**config.mk**
```make
export PLATFORM = sky130hd
export DESIGN_NAME = down_timer
export DESIGN_NICKNAME = d
export VERILOG_FILES = /design/src/rtl/down_timer_pkg.sv /design/src/rtl/down_timer_cell.sv /design/src/rtl/down_timer.sv
export SDC_FILE = /design/constraint.sdc
export NUM_CORES = 1
export LEC_CHECK = 0
export BUFFER_PORTS_ARGS = -buffer_cell sky130_fd_sc_hd__buf_2
export CAP_MARGIN = 25
export CORE_AREA = 2 2 39 41
export CTS_BUF_LIST = sky130_fd_sc_hd__clkbuf_16
export DETAILED_ROUTE_END_ITERATION = 16
export DIE_AREA = 0 0 41 43
export GPL_ROUTABILITY_DRIVEN = 1
export PLACE_DENSITY = 0.57
export SETUP_SLACK_MARGIN = 0.2
export SLEW_MARGIN = 20
export SYNTH_ARGS = -nofsm -noshare
export SYNTH_HDL_FRONTEND = slang
export SYNTH_SLANG_ARGS = --single-unit
```
**constraint.sdc**
```tcl
create_clock -name CLK -period 1.59 [get_ports CLK]
set_input_delay 0 -clock CLK [delete_from_list [all_inputs] [get_ports CLK]]
set_output_delay 0 -clock CLK [all_outputs]
set_load 0.005 [all_outputs]
```
**src/rtl/down_timer_pkg.sv**
```systemverilog
// Shared types and constants for the down_timer block.
// Optional periodic-reload mode is selected with DOWN_TIMER_RELOAD_EN.
package down_timer_pkg;

  // Controller states: IDLE after clear or a zero load, RUN while counting,
  // DONE once a one-shot count has expired.
  typedef enum logic [1:0] {
    IDLE = 2'd0,
    RUN  = 2'd1,
    DONE = 2'd2
  } state_e;

  localparam int DEFAULT_WIDTH = 4;

endpackage

```
**src/rtl/down_timer_cell.sv**
```systemverilog
// One bit of the ripple down-counter: loads a bit, toggles on borrow-in,
// and passes a borrow upward when it toggles from 0 to 1.
module down_timer_cell (
  input  logic clk,
  input  logic clr,
  input  logic ld,
  input  logic d,
  input  logic bin,
  output logic q,
  output logic bout
);

  logic bit_q;
  logic bit_d;

  // Next bit value: a load beats a toggle, otherwise hold.
  always_comb begin
    bit_d = bit_q;
    if (ld) begin
      bit_d = d;
    end else if (bin) begin
      bit_d = ~bit_q;
    end
  end

  // Bit register with synchronous clear.
  always_ff @(posedge clk) begin
    if (clr) begin
      bit_q <= 1'b0;
    end else begin
      bit_q <= bit_d;
    end
  end

  assign q    = bit_q;
  // A 0 bit that decrements becomes 1 and borrows from the next bit up.
  assign bout = bin & ~bit_q;

endmodule

```
**src/rtl/down_timer.sv**
```systemverilog
// Loadable down-counter/timer with terminal-count pulse and BORROW cascade.
// Define DOWN_TIMER_RELOAD_EN for periodic mode: at the terminal edge the
// counter reloads the last LOAD value instead of stopping at zero.
module down_timer
  import down_timer_pkg::*;
#(
  parameter int WIDTH = DEFAULT_WIDTH
) (
  input  logic             CLK,
  input  logic             CLR,
  input  logic             EN,
  input  logic             LOAD,
  input  logic [WIDTH-1:0] D,
  output logic [WIDTH-1:0] Q,
  output logic             TC,
  output logic             BUSY,
  output logic             BORROW
);

  state_e             state_q;
  state_e             state_d;
  logic               tc_q;
  logic               tc_d;
  logic               cell_ld;
  logic [WIDTH-1:0]   cell_val;
  logic               dec_en;
  logic [WIDTH:0]     borrow_chain;
  logic [WIDTH-1:0]   count;
  logic               at_one;

`ifdef DOWN_TIMER_RELOAD_EN
  logic [WIDTH-1:0]   reload_q;
  logic [WIDTH-1:0]   reload_d;
`endif

  assign at_one = (count == WIDTH'(1));

  // Next-state, load and decrement control; LOAD outranks the count enable.
  always_comb begin
    state_d  = state_q;
    tc_d     = 1'b0;
    cell_ld  = 1'b0;
    cell_val = D;
    dec_en   = 1'b0;
`ifdef DOWN_TIMER_RELOAD_EN
    reload_d = reload_q;
`endif
    if (LOAD) begin
      cell_ld  = 1'b1;
      cell_val = D;
`ifdef DOWN_TIMER_RELOAD_EN
      reload_d = D;
`endif
      // A zero load has nothing to count, so no terminal pulse follows.
      state_d  = (D != '0) ? RUN : IDLE;
    end else if (state_q == RUN && EN) begin
      if (at_one) begin
        tc_d = 1'b1;
`ifdef DOWN_TIMER_RELOAD_EN
        cell_ld  = 1'b1;
        cell_val = reload_q;
        state_d  = RUN;
`else
        dec_en   = 1'b1;
        state_d  = DONE;
`endif
      end else begin
        dec_en = 1'b1;
      end
    end
  end

  // Controller registers with synchronous clear.
  always_ff @(posedge CLK) begin
    if (CLR) begin
      state_q  <= IDLE;
      tc_q     <= 1'b0;
`ifdef DOWN_TIMER_RELOAD_EN
      reload_q <= '0;
`endif
    end else begin
      state_q  <= state_d;
      tc_q     <= tc_d;
`ifdef DOWN_TIMER_RELOAD_EN
      reload_q <= reload_d;
`endif
    end
  end

  // Ripple borrow chain: bit 0 decrements whenever the controller enables it.
  assign borrow_chain[0] = dec_en;

  generate
    for (genvar gi = 0; gi < WIDTH; gi++) begin : g_cell
      down_timer_cell u_cell (
        .clk  (CLK),
        .clr  (CLR),
        .ld   (cell_ld),
        .d    (cell_val[gi]),
        .bin  (borrow_chain[gi]),
        .q    (count[gi]),
        .bout (borrow_chain[gi+1])
      );
    end
  endgenerate

  // The top borrow would only fire on a decrement from zero, which the
  // controller never issues.
  logic unused_top_borrow;
  assign unused_top_borrow = borrow_chain[WIDTH];

  assign Q      = count;
  assign TC     = tc_q;
  assign BUSY   = (state_q == RUN);
  assign BORROW = EN & (state_q == RUN) & at_one;

endmodule

```
== Word level (Yosys, flattened, before mapping) ==
Cells that the tools add are included.

* Eq/ne operators: 2
* Mux-type cells: 16
* Bitwise logic cells: 10
* Reductions and logical operators: 10

{| class="wikitable"
|+ Operators with widths
! kind !! number
|-
| 2-to-1 mux 1 bit || 13
|-
| nonzero test 2 bit || 6
|-
| 2-to-1 mux 2 bit || 3
|-
| AND 1 bit || 5
|-
| inverter 1 bit || 5
|-
| equality test 4 x 1 -> 1 bit (second input constant) || 1
|-
| nonzero test 4 bit || 1
|-
| OR reduction 3 bit || 1
|-
| equality test 2 x 1 -> 1 bit (second input constant) || 1
|-
| AND reduction 2 bit || 1
|-
| logical AND 1 bit || 1
|}

* Flip-flop bits (word level): 7
* Output and inout port bits: 7
* Word-level logic and storage cells: 44

== Longest topological paths before layout ==
Gate-level depths: netlist of the first run.

* Depth in word-level cells: 9
* Depth in mapped cells: 3

== Cells and area by module ==
A second synthesis of the first run with hierarchy kept.

* Cell total of the unflattened synthesis: 40
* Area, all modules: 410.4 um2

{| class="wikitable"
|+ By module, submodules not included
! module !! instances !! cells each !! area an instance (um2)
|-
| down_timer_cell || 4 || 6 || 60.1
|-
| down_timer || 1 || 16 || 170.2
|}

== Least setup slack after synthesis of the first run ==
OpenSTA, ideal clock, no wires.

* Path type: register -> register
* Start point: register g_cell[3].u_cell.bit_q
* End point: register state_q[0]
* Setup time: 0.128 ns
* Arrival: 1.071 ns
* Required time: 1.462 ns
* Path slack: 0.391 ns
* Cell stages (with the launch flop): 4
* Buffers on the path: 0
* Path through: dfxtp_1 -> or4b_4 -> o21ai_1 -> a221oi_1

* Word-level cells in the longest chain between the ends: 3

{| class="wikitable"
|+ Ends and longest elaborated chain
! item !! RTL line !! text
|-
| start, declared || down_timer_cell.sv:13 || <nowiki>logic bit_q;</nowiki>
|-
| start signal, assigned || down_timer_cell.sv:31 || <nowiki>bit_q <= bit_d;</nowiki>
|-
| equality test 4 x 1 -> 1 bit || down_timer.sv:36 || <nowiki>assign at_one = (count == WIDTH'(1));</nowiki>
|-
| nonzero test 2 bit (no line) || - ||
|-
| AND reduction 2 bit (no line) || - ||
|-
| end signal, assigned || down_timer.sv:82 || <nowiki>state_q <= state_d;</nowiki>
|-
| end, declared || down_timer.sv:20 || <nowiki>state_e state_q;</nowiki>
|}

Every way passes these cells.
A chain may end at the register's enable or synchronous reset.

== Worst setup path after layout of the first run ==
* Start point: register g_cell[2].u_cell.bit_q
* End point: output port BORROW

* Word-level cells in the longest chain between the ends: 2

{| class="wikitable"
|+ Ends and longest elaborated chain
! item !! RTL line !! text
|-
| start, declared || down_timer_cell.sv:13 ||
|-
| start signal, assigned || down_timer_cell.sv:31 ||
|-
| equality test 4 x 1 -> 1 bit || down_timer.sv:36 ||
|-
| AND 1 bit || down_timer.sv:115 || <nowiki>assign BORROW = EN & (state_q == RUN) & at_one;</nowiki>
|-
| end, declared || down_timer.sv:17 || <nowiki>output logic BORROW</nowiki>
|}

Every way passes these cells.

==> flow_metrics.py, run 1 <==
metrics = {
    "outcome": {
        "outcome": "finished clean",
    },
    "final_layout": {
        "fillers": 147,
        "fin_util_pct": 38.8,
        "multi_input_area_um2": 213,
        "synthToLayoutAreaGrowth_pct": 37.5,
        "diodes": 0,
        "seqCellArea_um2": 140,
        "finalNetCount": 63,
        "drive_gt1_share_pct": 46.3,
    },
    "logic_synthesis": {
        "syn_inst": 39,
        "synth_cell_type_count": 21,
        "synth_area_um2": 390,
        "avgSynthCellArea_um2": 10.0,
        "synth-edff-count": 0,
        "synthArstFlopShare_pct": 0,
        "synth_common_cells": "7 x dfxtp_1, 7 x nor2_1, 4 x buf_4",
        "synth_top_area_share_pct": 35.9,
        "synthTopCellsByArea": "dfxtp_1 36%, buf_4 7.7%, a2111oi_4 7.1%",
        "synthFlopType": "dfxtp_1",
        "ys_ff_latch": 7,
        "synth_nets": 47,
        "yosysWarnings": 0,
        "seq_area_frac_synth_pct": 35.9,
        "yosysTopAreaCell": "dfxtp_1",
    },
    "detailed_routing": {
        "first_pass_iters": 2,
        "drcViolationCount": 0,
        "ant_nets": 0,
        "wirelength_um": 837,
        "post_drt_wl_per_cell_um": 12.0,
        "viasPerCell": 4.84,
        "drt_iter0_drc": 1,
        "via_count": 339,
    },
    "clock_network": {
        "cts_root_buffer": "clkbuf_16",
        "cts_hold_buf": 0,
        "postCtsSetupBuffers": 0,
        "clk_pin_slew_ns": 0.04,
        "h-tree-depth": 1,
        "worstSkewPairLatency_ns": 0.23,
        "numCtsBuffers": 3,
        "cts_num_sinks": 7,
        "cts_tree": "built",
        "cts-resized-gates": 0,
        "cts_buffer_depth": 2,
    },
    "worst_setup_path": {
        "worstPathCellList": "or4b_4, nor2_4, buf_2",
        "worstPathMaxFanout": 4,
        "worstSetupEndpointType": "output port",
        "critPathBufInv": 1,
        "critical-path-max-stage-delay_ns": 0.58,
        "cp.arrival_ns": 1.35,
        "crit_slowest_cell": "or4b_4",
        "ff2ff_setup_slack_ns": 0.34,
        "cp.required_ns": 1.59,
        "startpoint_type": "register",
        "critical_path.top_delay_family": "simple AND/OR/NAND/NOR gates",
        "critPathKind": "reg -> out",
    },
    "sta": {
        "tightest_slew_ns": 0.227,
        "max_freq_mhz": 740,
        "rsz0062_at_grt": "yes",
        "maxSlewViolCount": 0,
        "hold_viol": 0,
        "tns_ns": 0,
        "final.setup_skew_ns": 0.00147,
        "relSlewSlack_pct": 84.9,
        "setup_viol": 0,
        "min_period_ns": 1.35,
        "fin_crit_sh_pct": 85.0,
    },
    "global_route": {
        "grt_pass1_vias": 329,
        "grt_use_total_pct": 10.7,
        "antenna_found_initial": 0,
        "grt_pass1_wl_mm": 1.23,
        "grt_remaining_overflow": 0,
        "grt_max_degree": 8,
    },
    "pwr": {
        "peakVddDrop_v": 0.000457,
        "power_leakage_nw": 0.232,
        "power_density_mw_per_mm2": 1300,
        "p_total_mw": 0.699,
    },
    "floorplanning": {
        "core-area_mm2": 0.00138,
        "die_w_um": 41,
        "placementRows": 14,
        "start_util_pct": 28.2,
        "die_area_mm2": 0.00176,
        "die_h_um": 43,
        "io_pins": 15,
    },
    "placed_design": {
        "numPortBuffers": 14,
        "dp_hpwl_um": 609,
        "place.gp.congestion": 0.716,
    },
    "run": {
        "cap_violations": 0,
    },
    "hold_path": {
        "hp-class": "in -> reg",
    },
}
==> where the power goes <==
part	switching (mW)	leakage (nW)	internal (mW)	total, mW
clock network	0.0984	0.0423	0.327	0.426
registers	0.0111	0.0578	0.187	0.198
logic	0.0377	0.132	0.0370	0.0748
total	0.147	0.232	0.552	0.699
==> layout make-up <==
class / instances / area share (%)
tap: 16 / 3.73
inverter: 2 / 1.40
clock inverter: 1 / 0.699
sequential: 7 / 26.1
clock buffer: 3 / 14.0
timing repair buffer: 15 / 14.5
multi-input combinational: 26 / 39.6
==> registers in the layout, indices dropped and copies added, names as in the netlist <==
signal	cells
g_cell.u_cell.q	4
state_q	2
TC	1
==> per-layer routing <==
layer  share of wire, %  up-vias  track usage (%)
met4                2.7        0             10.0
li1                   -      169                -
met1                 45      157             12.5
met2                 47        9             14.7
met5                  0        -                0
met3                4.5        4             3.14
==> through the flow <==
| step | worst slack, ns | cell area (um^2) | instances | hold slack (ns) |
|---|---|---|---|---|
| after floorplan | 0.391 | 390 | 39 | 0.0643 |
| after detailed placement | 0.341 | 450 | 65 | 0.268 |
| after global routing | 0.191 | 537 | 70 | 0.0350 |
| final | 0.238 | 537 | 70 | 0.0262 |
| after CTS | 0.214 | 529 | 69 | 0.0283 |
| after global placement | 0.355 | 450 | 65 | 0.269 |
==> layout by cell type, fill, tap and decap left out, drive strengths merged <==
| cell type | count |
|---|---|
| a221oi | 2 |
| o21ai | 1 |
| and4bb | 1 |
| nand2 | 2 |
| dfxtp | 7 |
| a2111oi | 1 |
| or4b | 1 |
| a211oi | 1 |
| nand3b | 1 |
| nor2 | 8 |
| o21a | 1 |
| a311oi | 1 |
| clkbuf | 3 |
| and4 | 1 |
| inv | 3 |
| nor3 | 1 |
| nor4 | 1 |
| and2b | 1 |
| xnor2 | 1 |
| o31ai | 1 |
| buf | 15 |
==> worst paths after layout <==
path | start | endpoint | depth (start not counted)
worst min-delay path | LOAD | TC$_SDFF_PP0_ | 2
worst min register to register | state_q[1]$_SDFFE_PP0P_ | state_q[1]$_SDFFE_PP0P_ | 1
worst max register to register | g_cell[2].u_cell.q$_SDFFE_PP0P_ | TC$_SDFF_PP0_ | 3
worst max-delay path | g_cell[2].u_cell.q$_SDFFE_PP0P_ | BORROW | 3
==> kinds of logic after synthesis <==
kind of cell	Yosys count	synth area share (%)
xor+xnor	1	2.24
flops	7	35.9
simple gates	17	31.4
compound gates	8	20.8
buf+inv	6	9.62
Note: power is estimated with default switching activity, not from simulation.
==> run 2, diff against run 1 <==
--- a/config.mk
+++ b/config.mk
@@ -12,7 +12,9 @@
 export DETAILED_ROUTE_END_ITERATION = 16
 export DIE_AREA = 0 0 41 43
 export GPL_ROUTABILITY_DRIVEN = 1
+export MAX_ROUTING_LAYER = met4
 export PLACE_DENSITY = 0.57
+export REMOVE_ABC_BUFFERS = 1
 export SETUP_SLACK_MARGIN = 0.2
 export SLEW_MARGIN = 20
 export SYNTH_ARGS = -nofsm -noshare
==> flow_metrics.py, run 2 (synthesis results as in run 1) <==
metrics = {
    "detailed_routing": {
        "wirelength_um": 851,
        "drcViolationCount": 0,
        "via_count": 334,
        "drt_iter0_drc": 1,
        "post_drt_wl_per_cell_um": 12.3,
        "first_pass_iters": 3,
        "ant_nets": 0,
        "viasPerCell": 4.84,
    },
    "global_route": {
        "grt_remaining_overflow": 0,
        "antenna_found_initial": 0,
        "grt_max_degree": 8,
        "grt_pass1_vias": 327,
        "grt_pass1_wl_mm": 1.42,
        "grt_use_total_pct": 13.3,
    },
    "placed_design": {
        "numPortBuffers": 14,
        "dp_hpwl_um": 670,
        "post-place-ws_ns": 0.333,
        "place.gp.congestion": 0.738,
    },
    "hold_path": {
        "hp-class": "in -> reg",
        "hold_depth": 2,
    },
    "sta": {
        "tns_ns": 0,
        "relSlewSlack_pct": 85.3,
        "maxSlewViolCount": 0,
        "hold_viol": 0,
        "min_period_ns": 1.36,
        "max_freq_mhz": 735,
        "setup_viol": 0,
        "fin_crit_sh_pct": 85.6,
        "final.setup_skew_ns": 0.000385,
        "rsz0062_at_grt": "yes",
        "tightest_slew_ns": 0.220,
        "fin_ws_ns": 0.229,
    },
    "clock_network": {
        "numCtsBuffers": 3,
        "cts_hold_buf": 0,
        "cts_num_sinks": 7,
        "cts_tree": "built",
        "worstSkewPairLatency_ns": 0.23,
        "clk_pin_slew_ns": 0.04,
        "cts_buffer_depth": 2,
        "cts_root_buffer": "clkbuf_16",
        "postCtsSetupBuffers": 0,
        "cts-resized-gates": 0,
        "h-tree-depth": 1,
    },
    "worst_setup_path": {
        "worstSetupEndpointType": "output port",
        "cp.arrival_ns": 1.36,
        "cp.required_ns": 1.59,
        "ff2ff_setup_slack_ns": 0.34,
        "critPathKind": "reg -> out",
        "startpoint_type": "register",
        "ff2ff_path_depth": 3,
        "worstPathMaxFanout": 4,
    },
    "final_layout": {
        "diodes": 0,
        "layout_common_cells": "14 x buf_2, 7 x dfxtp_1, 7 x nor2_1, 3 x inv_1, 3 x clkbuf_16",
        "fillers": 147,
        "mostFrequentLayoutCell": "buf_2",
        "synthToLayoutAreaGrowth_pct": 35.6,
        "finalNetCount": 62,
        "fin_util_pct": 38.2,
        "drive_gt1_share_pct": 45.3,
        "largest_reg_flops": 4,
    },
    "pwr": {
        "peakVddDrop_v": 0.000465,
        "power_density_mw_per_mm2": 1310,
        "p_total_mw": 0.694,
        "power_leakage_nw": 0.227,
    },
    "floorplanning": {
        "placementRows": 14,
        "io_pins": 15,
        "die_w_um": 41,
        "core-area_mm2": 0.00138,
        "start_util_pct": 28.2,
        "die_area_mm2": 0.00176,
        "die_h_um": 43,
    },
    "outcome": {
        "outcome": "finished clean",
    },
    "run": {
        "cap_violations": 0,
    },
}
==> run 2: critical path, cell delays in order, from the launching register on <==
cell     delay [ns]
dfxtp_1        0.32
or4b_4         0.58
nor2_4         0.11
buf_2          0.12
==> run 2: where the power goes <==
part / switching [mW] / internal, mW
clock: 0.0967 / 0.327
sequential: 0.0113 / 0.187
combinational: 0.0366 / 0.0351
total: 0.145 / 0.549
==> run 2: final timing paths <==
path | start | to
setup reg to reg | g_cell[2].u_cell.q$_SDFFE_PP0P_ | state_q[0]$_SDFFE_PP0P_
setup / recovery | g_cell[2].u_cell.q$_SDFFE_PP0P_ | BORROW
hold reg to reg | state_q[1]$_SDFFE_PP0P_ | state_q[1]$_SDFFE_PP0P_
hold / removal | LOAD | TC$_SDFF_PP0_
==> run 2: final cells by class <==
class / instances / area [um^2] / area share (%)
repair buffers: 14 / 70.1 / 13.2
clock inverters: 1 / 3.75 / 0.709
inverters: 2 / 7.51 / 1.42
multi-input cells: 26 / 213 / 40.2
well taps: 16 / 20.0 / 3.78
clock buffers: 3 / 75.1 / 14.2
flip-flops and latches: 7 / 140 / 26.5
==> run 2: per-stage QoR <==
step | area (um^2) | instances | hold slack, ns
after global routing | 529 | 69 | 0.0457
final | 529 | 69 | 0.0262
after detailed placement | 450 | 65 | 0.267
after CTS | 529 | 69 | 0.0240
after floorplan | 360 | 35 | 0.0643
after global placement | 450 | 65 | 0.267
==> run 2: routing by layer <==
metal	up-vias	share of wire (%)	GRT usage [%]
met5	-	0	-
met4	0	5.4	12.0
met3	4	5.5	6.28
met2	10	46	16.9
met1	154	43	14.7
li1	166	-	-
